===== src/rtl/trap_sequencer_if.sv =====
// Handshake between the interrupt/fault priority encoder, the CPU PC logic and
// the trap sequencer. The slave side is the sequencer itself.
interface trap_sequencer_if;
  logic [7:0]  trapnr;
  logic        irq;
  logic        fault;
  logic        irq_en;
  logic        insn_boundary;
  logic [15:0] cur_pc;
  logic        reti;
  logic        deassert;
  logic        pc_load;
  logic [15:0] pc_out;
  logic        trap_active;
  logic [15:0] epc;
  logic [2:0]  cause;
  logic        halted;

  modport master (
    output trapnr, irq, fault, irq_en, insn_boundary, cur_pc, reti,
    input  deassert, pc_load, pc_out, trap_active, epc, cause, halted
  );

  modport slave (
    input  trapnr, irq, fault, irq_en, insn_boundary, cur_pc, reti,
    output deassert, pc_load, pc_out, trap_active, epc, cause, halted
  );
endinterface


===== src/rtl/trap_sequencer.sv =====
// Sequences trap entry/exit: saves EPC, loads the handler vector, retires the
// serviced encoder bit, restores PC on reti and halts on a double fault.
module trap_sequencer #(
  parameter logic [15:0] VEC_BASE = 16'h0008
) (
  input  logic              clk,
  input  logic              reset,
  trap_sequencer_if.slave   bus
);

  typedef enum logic [2:0] {
    ST_IDLE,
    ST_ENTER,
    ST_HANDLER,
    ST_RETURN,
    ST_HALT
  } state_e;

  state_e      state_q, state_d;
  logic [15:0] epc_q, epc_d;
  logic [2:0]  cause_q, cause_d;
  logic [2:0]  idx;
  logic        take_trap;

  // Lowest set bit wins, matching the order in which the encoder retires bits.
  always_comb begin
    idx = 3'd0;
    for (int i = 7; i >= 0; i--) begin
      if (bus.trapnr[i]) idx = 3'(i);
    end
  end

  // Faults are precise and ignore the boundary; interrupts wait for one.
  assign take_trap = bus.fault | (bus.irq & bus.irq_en & bus.insn_boundary);

  // NOTE: sequential state uses non-blocking assignments so every flop samples
  // the pre-edge values of its neighbours regardless of statement order.
  always_ff @(posedge clk) begin
    if (reset) begin
      state_q <= ST_IDLE;
      epc_q   <= 16'h0000;
      cause_q <= 3'd0;
    end else begin
      state_q <= state_d;
      epc_q   <= epc_d;
      cause_q <= cause_d;
    end
  end

  // NOTE: every combinational output gets a default first so no path leaves it
  // unassigned, which would otherwise infer a latch.
  always_comb begin
    state_d = state_q;
    epc_d   = epc_q;
    cause_d = cause_q;
    unique case (state_q)
      ST_IDLE: begin
        if (take_trap) begin
          epc_d   = bus.cur_pc;
          cause_d = idx;
          state_d = ST_ENTER;
        end
      end
      ST_ENTER:   state_d = ST_HANDLER;
      ST_HANDLER: begin
        if (bus.fault)     state_d = ST_HALT;
        else if (bus.reti) state_d = ST_RETURN;
      end
      ST_RETURN:  state_d = ST_IDLE;
      ST_HALT:    state_d = ST_HALT;
      default:    state_d = ST_IDLE;
    endcase
  end

  // Outputs are pure decodes of state and the saved registers.
  always_comb begin
    bus.deassert    = 1'b0;
    bus.pc_load     = 1'b0;
    bus.pc_out      = 16'h0000;
    bus.trap_active = 1'b1;
    bus.halted      = 1'b0;
    unique case (state_q)
      ST_IDLE:    bus.trap_active = 1'b0;
      ST_ENTER: begin
        bus.deassert = 1'b1;
        bus.pc_load  = 1'b1;
        bus.pc_out   = VEC_BASE + {11'd0, cause_q, 2'b00};
      end
      ST_HANDLER: ;
      ST_RETURN: begin
        bus.pc_load = 1'b1;
        bus.pc_out  = epc_q;
      end
      ST_HALT:    bus.halted = 1'b1;
      default:    bus.trap_active = 1'b0;
    endcase
  end

  assign bus.epc   = epc_q;
  assign bus.cause = cause_q;

endmodule


===== src/flat_wrapper.sv =====
// flat-port wrapper written by rule: the top's interface ports become plain ports
module trap_sequencer_flat 
#(
  parameter logic [15:0] VEC_BASE = 16'h0008
)
  (clk, reset, bus_trapnr, bus_irq, bus_fault, bus_irq_en, bus_insn_boundary, bus_cur_pc, bus_reti, bus_deassert, bus_pc_load, bus_pc_out, bus_trap_active, bus_epc, bus_cause, bus_halted);
  trap_sequencer_if bus_i ();
  input  logic clk;
  input  logic reset;
  input wire logic [$bits(bus_i.trapnr)-1:0] bus_trapnr;
  input wire logic [$bits(bus_i.irq)-1:0] bus_irq;
  input wire logic [$bits(bus_i.fault)-1:0] bus_fault;
  input wire logic [$bits(bus_i.irq_en)-1:0] bus_irq_en;
  input wire logic [$bits(bus_i.insn_boundary)-1:0] bus_insn_boundary;
  input wire logic [$bits(bus_i.cur_pc)-1:0] bus_cur_pc;
  input wire logic [$bits(bus_i.reti)-1:0] bus_reti;
  output wire logic [$bits(bus_i.deassert)-1:0] bus_deassert;
  output wire logic [$bits(bus_i.pc_load)-1:0] bus_pc_load;
  output wire logic [$bits(bus_i.pc_out)-1:0] bus_pc_out;
  output wire logic [$bits(bus_i.trap_active)-1:0] bus_trap_active;
  output wire logic [$bits(bus_i.epc)-1:0] bus_epc;
  output wire logic [$bits(bus_i.cause)-1:0] bus_cause;
  output wire logic [$bits(bus_i.halted)-1:0] bus_halted;
  assign bus_i.trapnr = bus_trapnr;
  assign bus_i.irq = bus_irq;
  assign bus_i.fault = bus_fault;
  assign bus_i.irq_en = bus_irq_en;
  assign bus_i.insn_boundary = bus_insn_boundary;
  assign bus_i.cur_pc = bus_cur_pc;
  assign bus_i.reti = bus_reti;
  assign bus_deassert = bus_i.deassert;
  assign bus_pc_load = bus_i.pc_load;
  assign bus_pc_out = bus_i.pc_out;
  assign bus_trap_active = bus_i.trap_active;
  assign bus_epc = bus_i.epc;
  assign bus_cause = bus_i.cause;
  assign bus_halted = bus_i.halted;
  trap_sequencer #(.VEC_BASE(VEC_BASE)) u_core (.clk(clk), .reset(reset), .bus(bus_i));
endmodule

===== config.mk =====
export PLATFORM = sky130hd
export DESIGN_NAME = trap_sequencer_flat
export DESIGN_NICKNAME = d
export VERILOG_FILES = /design/src/rtl/trap_sequencer_if.sv /design/src/rtl/trap_sequencer.sv /design/src/flat_wrapper.sv
export SDC_FILE = /design/constraint.sdc
export NUM_CORES = 1
export LEC_CHECK = 0
export CAP_MARGIN = 20
export CORE_MARGIN = 3
export CORE_UTILIZATION = 43
export DETAILED_ROUTE_END_ITERATION = 8
export GPL_TIMING_DRIVEN = 0
export HOLD_SLACK_MARGIN = 0.06
export PLACE_DENSITY = 0.94
export SYNTH_ARGS = -nofsm -noshare
export SYNTH_HDL_FRONTEND = slang
export SYNTH_SLANG_ARGS = --single-unit

===== constraint.sdc =====
create_clock -name clk -period 2.1 [get_ports clk]
set_clock_uncertainty 0.1 [all_clocks]
set_input_delay 0.315 -clock clk [delete_from_list [all_inputs] [get_ports clk]]
set_output_delay 0.315 -clock clk [all_outputs]
set_load 0.02 [all_outputs]

==> impl_results.rst <==
.. list-table::
   :header-rows: 1

   * - Metric
     - Value
   * - Global-route usage over all layers
     - 21.3%
   * - Startpoint Class
     - flip-flop
   * - Top-level port count
     - 70
   * - Part of the power in the clock network
     - 20.8%
   * - Outcome
     - completed
   * - Vias in the first global route
     - 1396
   * - Placed instance area
     - 2120 um2
   * - Worst setup path startpoint
     - u_core.state_q[1]
   * - Worst rel slew slack
     - 71.1%
   * - Main area contributors after synthesis
     - dfxtp_1 32%, o41ai_2 12%, a21oi_1 7.6%
   * - Post-Synthesis Mean Instance Area
     - 9.29 um2
   * - Final number of max-transition violations
     - 0
   * - Count of state elements after synthesis
     - 22
   * - Floorplan die width
     - 62.6 um
   * - Max Clk Rate
     - 499 MHz
   * - Maximum buffer depth of the clock tree
     - 2
   * - Critical Path RT
     - 1.68 ns
   * - Share of the yosys chip area belonging to registers
     - 32.0%
   * - Standard cell core area
     - 2900 um2
   * - Class of the tightest hold or removal check
     - reg -> reg
   * - Switching power summed over all nets
     - 396 uW
   * - Clock input transition at the sequential cells of the worst setup and hold paths
     - 0.13 ns
   * - Initial cell density of the core
     - 47.4%
   * - Setup Viol. Count Final
     - 0
   * - Number of standard cells after synthesis
     - 148
   * - Routability Congestion
     - 0.792
   * - Area growth syn-to-layout
     - 60.1%
   * - Shortest period the worst path allows
     - 2.01 ns
   * - Core Util, Final
     - 75.9%
   * - Fin cells
     - 266
   * - Proportion of netlist area held by the largest area contributor
     - 32.0%
   * - Final antenna-violating net count
     - 0
   * - Number of maximum-capacitance constraint violations
     - 0
   * - Height of the die
     - 62.6 um
   * - RR Startpoint
     - u_core.state_q[1]
   * - Total power per unit cell area
     - 535 nW/um2
   * - Post-detailed-routing wire length
     - 4100 um
   * - Number of rows created at floorplan
     - 19
   * - Register share of total power
     - 41.3%
   * - Post-synthesis cell area
     - 1380 um2
   * - Switching part of the total power
     - 33.6%
   * - Tightest Pin Transition
     - 0.433 ns
   * - Number of H-tree levels
     - 1
   * - RSZ-0062 raised after global routing
     - no
   * - CTS Buf Count
     - 3
   * - CTS tree
     - built
   * - Yosys warning count
     - 0
   * - Leakage power
     - 0.844 nW
   * - Full die area
     - 3910 um2
   * - Antenna fix cells
     - 0
   * - Biggest area consumer among synthesized cells
     - dfxtp_1
   * - Sum of net half-perimeters after detailed placement
     - 3120 um
   * - Pin count of the biggest net entering global routing
     - 13
   * - Final-stage net count
     - 257
   * - First-pass DRT Iterations
     - 4
   * - Most common flop cell mapped by yosys
     - dfxtp_1
   * - Number of buffers inserted by hold repair at cts
     - 0
   * - Post-Synthesis Net Count
     - 180
   * - Part of the cycle the worst path needs
     - 95.5%
   * - Share of flip-flops with an asynchronous set or reset
     - 0%
   * - Clock insertion delay at the later pin of the skew report
     - 0.32 ns
   * - Total instance count after detailed placement
     - 259
   * - Overall power of the completed layout
     - 1.18 mW
   * - Biggest fanout along the worst timing path
     - 10
   * - Wire length of the first global-routing pass
     - 6740 um
   * - Combinational share of power
     - 37.8%
   * - Number of DRC markers after the initial detailed-route iteration
     - 41
   * - Worst voltage drop across the vdd grid
     - 0.000415 V
   * - WL/cell
     - 15.4 um
   * - Endpoints failing hold
     - 0
   * - Buffer cell driving the clock tree root
     - clkbuf_4
   * - Via density per instance
     - 5.50
   * - Cell internal pwr
     - 782 uW
   * - Final cell area excluding filler cells
     - 2200 um2
   * - Initial antenna violation count
     - 0
   * - Number of synthesized flops with an enable pin
     - 0
   * - Remaining DRCs
     - 0
   * - Total global routing overflow
     - 0
   * - Source of the worst hold timing path
     - u_core.bus.epc[10]
   * - Number of buffers inserted by port buffering
     - 69
   * - Share of layout cells above drive strength 1
     - 23.2%
   * - Unique masters post-synth
     - 35
   * - Via Count
     - 1463
   * - Data arrival, critical path
     - 1.59 ns
   * - TritonCTS Sinks
     - 22
   * - Type of the setup path with the least slack
     - reg -> out
   * - Endpoint kind of the worst setup timing path
     - output port
synth_stat cells (2+ instances only):
library cell	instances
o21ai_0	2
dfxtp_1	22
nor3_1	3
o41ai_2	10
nand3_1	17
mux2i_1	4
a21oi_1	21
nor3b_1	2
and2_1	13
nor2b_1	3
buf_6	6
o41ai_1	6
nor2_1	11
nand2b_1	2
buf_2	6
stage by stage:
| step | worst slack, ns | TNS [ns] | hold slack (ns) |
|---|---|---|---|
| final | 0.0941 | 0 | 0.380 |
| after global placement | -0.0545 | -0.512 | 0.362 |
| after global routing | 0.0108 | 0 | 0.399 |
| after CTS | -0.0126 | -0.0126 | 0.384 |
| after detailed placement | -0.0626 | -0.562 | 0.367 |
| after floorplan | 0.504 | 0 | 0.363 |
layer usage:
| layer | up-vias | part of all wire (%) | global-route usage, % |
|---|---|---|---|
| met3 | 9 | 6.8 | 3.96 |
| met1 | 681 | 39 | 24.5 |
| met5 | - | 0 | 0 |
| met4 | 0 | 2.8 | 9.37 |
| met2 | 70 | 52 | 38.1 |
| li1 | 703 | - | - |
timing repair:
item                       CTS  global route
setup endpoints to repair   19            15
gates resized for setup     44             7
pin swaps                    0             1
setup buffers                0             3
hold endpoints to repair     0             0
path summary, 6_finish.rpt:
check,endpoint,slack (ns),cells after the start
setup reg to reg,u_core.bus.epc[5],0.75,4
hold / removal,u_core.bus.epc[10],0.38,2
hold reg to reg,u_core.bus.epc[10],0.38,2
setup / recovery,bus_pc_out[3],0.09,6
layout make-up:
type                       count  area, um2
buffer                        15        136
timing repair buffer          72        709
tap                           42       52.6
multi-input combinational    109        816
inverter                       2       7.51
clock buffer                   4       36.3
sequential                    22        444
fill                         221        698
state kept, by name, indices dropped and copies added (netlist names):
name	count
u_core.state_q	3
u_core.bus.cause	3
u_core.bus.epc	16
placed cells by master, fill, tap and decap left out, types with 4 or more instances in the layout:
| cell type | instances |
|---|---|
| nand3_1 | 17 |
| nor2_1 | 10 |
| clkdlybuf4s15_2 | 9 |
| a21oi_1 | 21 |
| buf_2 | 5 |
| dfxtp_1 | 19 |
| and2_1 | 13 |
| clkdlybuf4s50_1 | 50 |
| o41ai_2 | 10 |
| dlygate4sd2_1 | 8 |
| o41ai_1 | 6 |
| mux2i_1 | 4 |
| buf_4 | 4 |
| buf_6 | 8 |
power groups by stage:
stage               Clock (mW)  Combinational [mW]  Sequential (mW)
floorplan                    0               0.202            0.525
global placement             0               0.417            0.493
detailed placement           0               0.429            0.494
CTS                      0.248               0.426            0.486
global route             0.272               0.474            0.491
finish                   0.246               0.446            0.487
worst max-delay path, stage by stage (launching register included):
cell and delay [ns]:
dfxtp_2 0.36, buf_6 0.14, buf_6 0.15, nor2_1 0.10
a21oi_1 0.04, nor2_1 0.12, clkdlybuf4s15_1 0.36
logic make-up (layout without fill, tap and decap cells):
logic type / after synthesis / after routing / share of synthesized area, %
multiplexers: 4 / 4 / 2.91
buffers and inverters: 17 / 93 / 9.55
adder cells (fa/ha/maj): 1 / 1 / 0.910
flip-flops: 22 / 22 / 32.0
AO/OA/AOI/OAI: 46 / 46 / 31.0
AND/OR/NAND/NOR: 58 / 58 / 23.6
Power figures use the tool's default switching activity.
==> variant 1 (config.mk and constraints unchanged) <==
Make the reset (`reset`) asynchronous in one clocked block.
--- a/src/rtl/trap_sequencer.sv
+++ b/src/rtl/trap_sequencer.sv
@@ -35,7 +35,7 @@
 
   // NOTE: sequential state uses non-blocking assignments so every flop samples
   // the pre-edge values of its neighbours regardless of statement order.
-  always_ff @(posedge clk) begin
+  always_ff @(posedge clk or posedge reset) begin
     if (reset) begin
       state_q <= ST_IDLE;
       epc_q   <= 16'h0000;
Check against the original RTL: differs if reset is asserted again (counterexample within 4 cycles, from zero or initial values and one cycle with reset high); with reset held inactive, the same outputs for 10 cycles.
==> variant 1 against the unedited design <==
  * Global-route usage decreased by 1.3 points
  * Sequential cell count unchanged
  * Cell count decreased by 22%
  * Sequential share of layout area increased by 8.3 points
  * Area after synthesis decreased by 14%
  * Worst setup slack improved by 0.014 ns
  * First-iteration DRC count decreased by 68%
  * Routed wire length decreased by 22%
  * Cell area decreased by 12%
Power is not compared: it rests on default switching activity, and its combinational part moved more than twofold at a synthesized area within 25%.
==> variant 1: results <==
[run_status]
status = "completed"

[yosys]
ys_types = 32
synth_area_leaders = "dfrtp_1 47%, mux2_4 8.9%, mux2_2 8.6%"
synth-compound-area-share_pct = 7.32
syn_inst = 103
ys_top_cells_by_count = "22 x dfrtp_1, 13 x nor2_1, 12 x and2_1"
syn-num-nets = 135
synth_mux_area_share_pct = 20.9

[final_layout]
num-multi-input-gates = 72
nonClockBufferCount = 75
seq_share_pct = 28.5
nFillCells = 180
drive_gt1_share_pct = 24.3
buffer_area_share_pct = 37.0
multiInputGateArea_sq_um = 581
inverters_excl_clock = 4
finalNonFillerCells = 207

[clock_network]
ctsResizeCount = 46
postCtsSetupBuffers = 1
clk_latency_ns = 0.30

[route]
drtIter0Drc = 13
wirelength_um = 3210
wl_met3_um = 244
via_per_inst = 5.09
wl_met1_um = 1160
wl_met2_um = 1780

[setup_path]
max_stage_delay_ns = 0.45
cp_slowest_cell = "dfrtp_2"
crit_fanout = 7

[place]
hpwlAfterDp_um = 2550

[timing]
worst_pin_slew_ns = 0.813

[grt]
globalRouteMet2Util_pct = 38.3
track_usage_pct = 19.9
met1_usage_pct = 21.2
==> variant 1: worst paths after layout <==
kind                                    from                 end  slack [ns]  cells past startpoint
setup / recovery           u_core.state_q[2]     bus_trap_active        0.11                      4
hold / removal                         reset   u_core.bus.epc[9]        0.36                      2
setup reg to reg           u_core.state_q[2]  u_core.bus.epc[10]        0.23                      6
hold reg to reg            u_core.bus.epc[6]   u_core.bus.epc[6]        0.43                      1
max in group asynchronous              reset   u_core.state_q[2]        0.99                      2
min in group clk           u_core.bus.epc[6]   u_core.bus.epc[6]        0.43                      1
==> variant 1: per-stage QoR <==
step	instance area, sq um	hold slack (ns)	worst slack, ns
floorplan	1180	0.204	0.404
CTS	1990	0.384	0.000386
global route	1940	0.418	0.00422
finish	1940	0.363	0.108
global placement	1910	0.408	-0.347
detailed placement	1910	0.410	-0.474
==> variant 1: report_power, final <==
part	switching (mW)	internal, mW	leakage (nW)
Sequential	0.162	0.635	0.263
Combinational	0.867	0.964	0.631
Clock	0.125	0.106	0.0210
==> variant 2 (same settings) <==
Made on the original files. Re-encode `state_e` (5 states) as one-hot, 5 bits wide.
--- a/src/rtl/trap_sequencer.sv
+++ b/src/rtl/trap_sequencer.sv
@@ -8,12 +8,12 @@
   trap_sequencer_if.slave   bus
 );
 
-  typedef enum logic [2:0] {
-    ST_IDLE,
-    ST_ENTER,
-    ST_HANDLER,
-    ST_RETURN,
-    ST_HALT
+  typedef enum logic [4:0] {
+    ST_IDLE    = 5'b00001,
+    ST_ENTER   = 5'b00010,
+    ST_HANDLER = 5'b00100,
+    ST_RETURN  = 5'b01000,
+    ST_HALT    = 5'b10000
   } state_e;
 
   state_e      state_q, state_d;
Formal check against the unedited RTL: no difference found for any inputs over 10 cycles, from zero or initial values and one cycle with reset high; not proved beyond that.
==> variant 2 against the unedited design <==
  * Power increased by 4.8%
  * Combinational power down 16%
  * Sequential power is 7.6% higher
  * Fmax decreased by 4.1%
  * Highest routed layer unchanged
  * Area after synthesis fell by 12%
  * Core utilization up 7.5 points
  * Routed wire length up 16%
  * Worst setup slack worse by 0.086 ns
  * Cell area is 1.9% lower
  * Largest cell class unchanged
  * Sequential cell count increased by 2
  * Count of clock-buffer cells in the layout fell by 1
  * Synthesized cell count up 0.68%
  * Sequential share of layout area increased by 2.3 points
==> variant 2: results <==
[run_status]
status = "completed"

[pwr]
p_leak_nw = 0.901

[final_layout]
final_util_pct = 83.4
nNetsFinal = 271

[grt]
grt_max_degree = 15
grt_pass1_wl_um = 7230
grt_pass1_vias = 1571

[route]
dr_total_vias = 1481
wl_per_cell_um = 17.8
via_per_inst = 5.53
drtIter0Drc = 114

[place]
gp_congestion = 0.711
pre_cts_ws_ns = -0.243
hpwlAfterDp_um = 2850
dp.cells = 248

[timing]
hold_slack_ns = 0.381
min_period_over_period_pct = 99.6

[yosys]
synth_mux_area_share_pct = 1.65
synth_adder_area_share_pct = 1.03
syn-num-nets = 181
synth_area_leaders = "dfxtp_1 40%, nand2_1 12%, a21oi_1 7.8%"
synth-xor-area-share_pct = 0.720
ys_types = 37

[setup_path]
cp_slowest_cell = "dfxtp_1"
timing.rr.end = "u_core.bus.cause[2]"
arrival_ns = 1.68
max_stage_delay_ns = 0.34

[hold_path]
min_to = "u_core.bus.epc[3]"
## variant 2: cell types whose count changed in the layout (fill, tap and decap cells not counted), sizes merged, moves of 3 or more
cell,delta
nand3,-16
clkdlybuf4s15,-10
o41ai,-16
clkbuf,+3
nand2,+37
dlygate4sd2,-7
buf,+21
a22o,+4
## variant 2: layout make-up
cell class                 instances  share of cell area [%]
buffer                             8                    2.78
clock buffer                       3                    1.04
clock inverter                     1                    1.39
inverter                           2                   0.347
multi-input combinational        114                    32.0
sequential                        24                    22.5
tap                               30                    1.74
timing repair buffer              86                    38.3
## variant 2: what timing repair did
| item | CTS | global route |
|---|---|---|
| setup endpoints to repair | 20 | 19 |
| resized for setup | 84 | 41 |
| pin swaps | 5 | 5 |
| gates cloned | 1 | 0 |
| setup buffers | 17 | 1 |
## variant 2: routing by layer
layer,share of wire [%],track usage (%),vias up
met5,0,0,-
met4,3.3,16.5,0
met3,7.7,6.75,18
met2,52,49.3,76
met1,37,28.4,704
li1,-,-,683
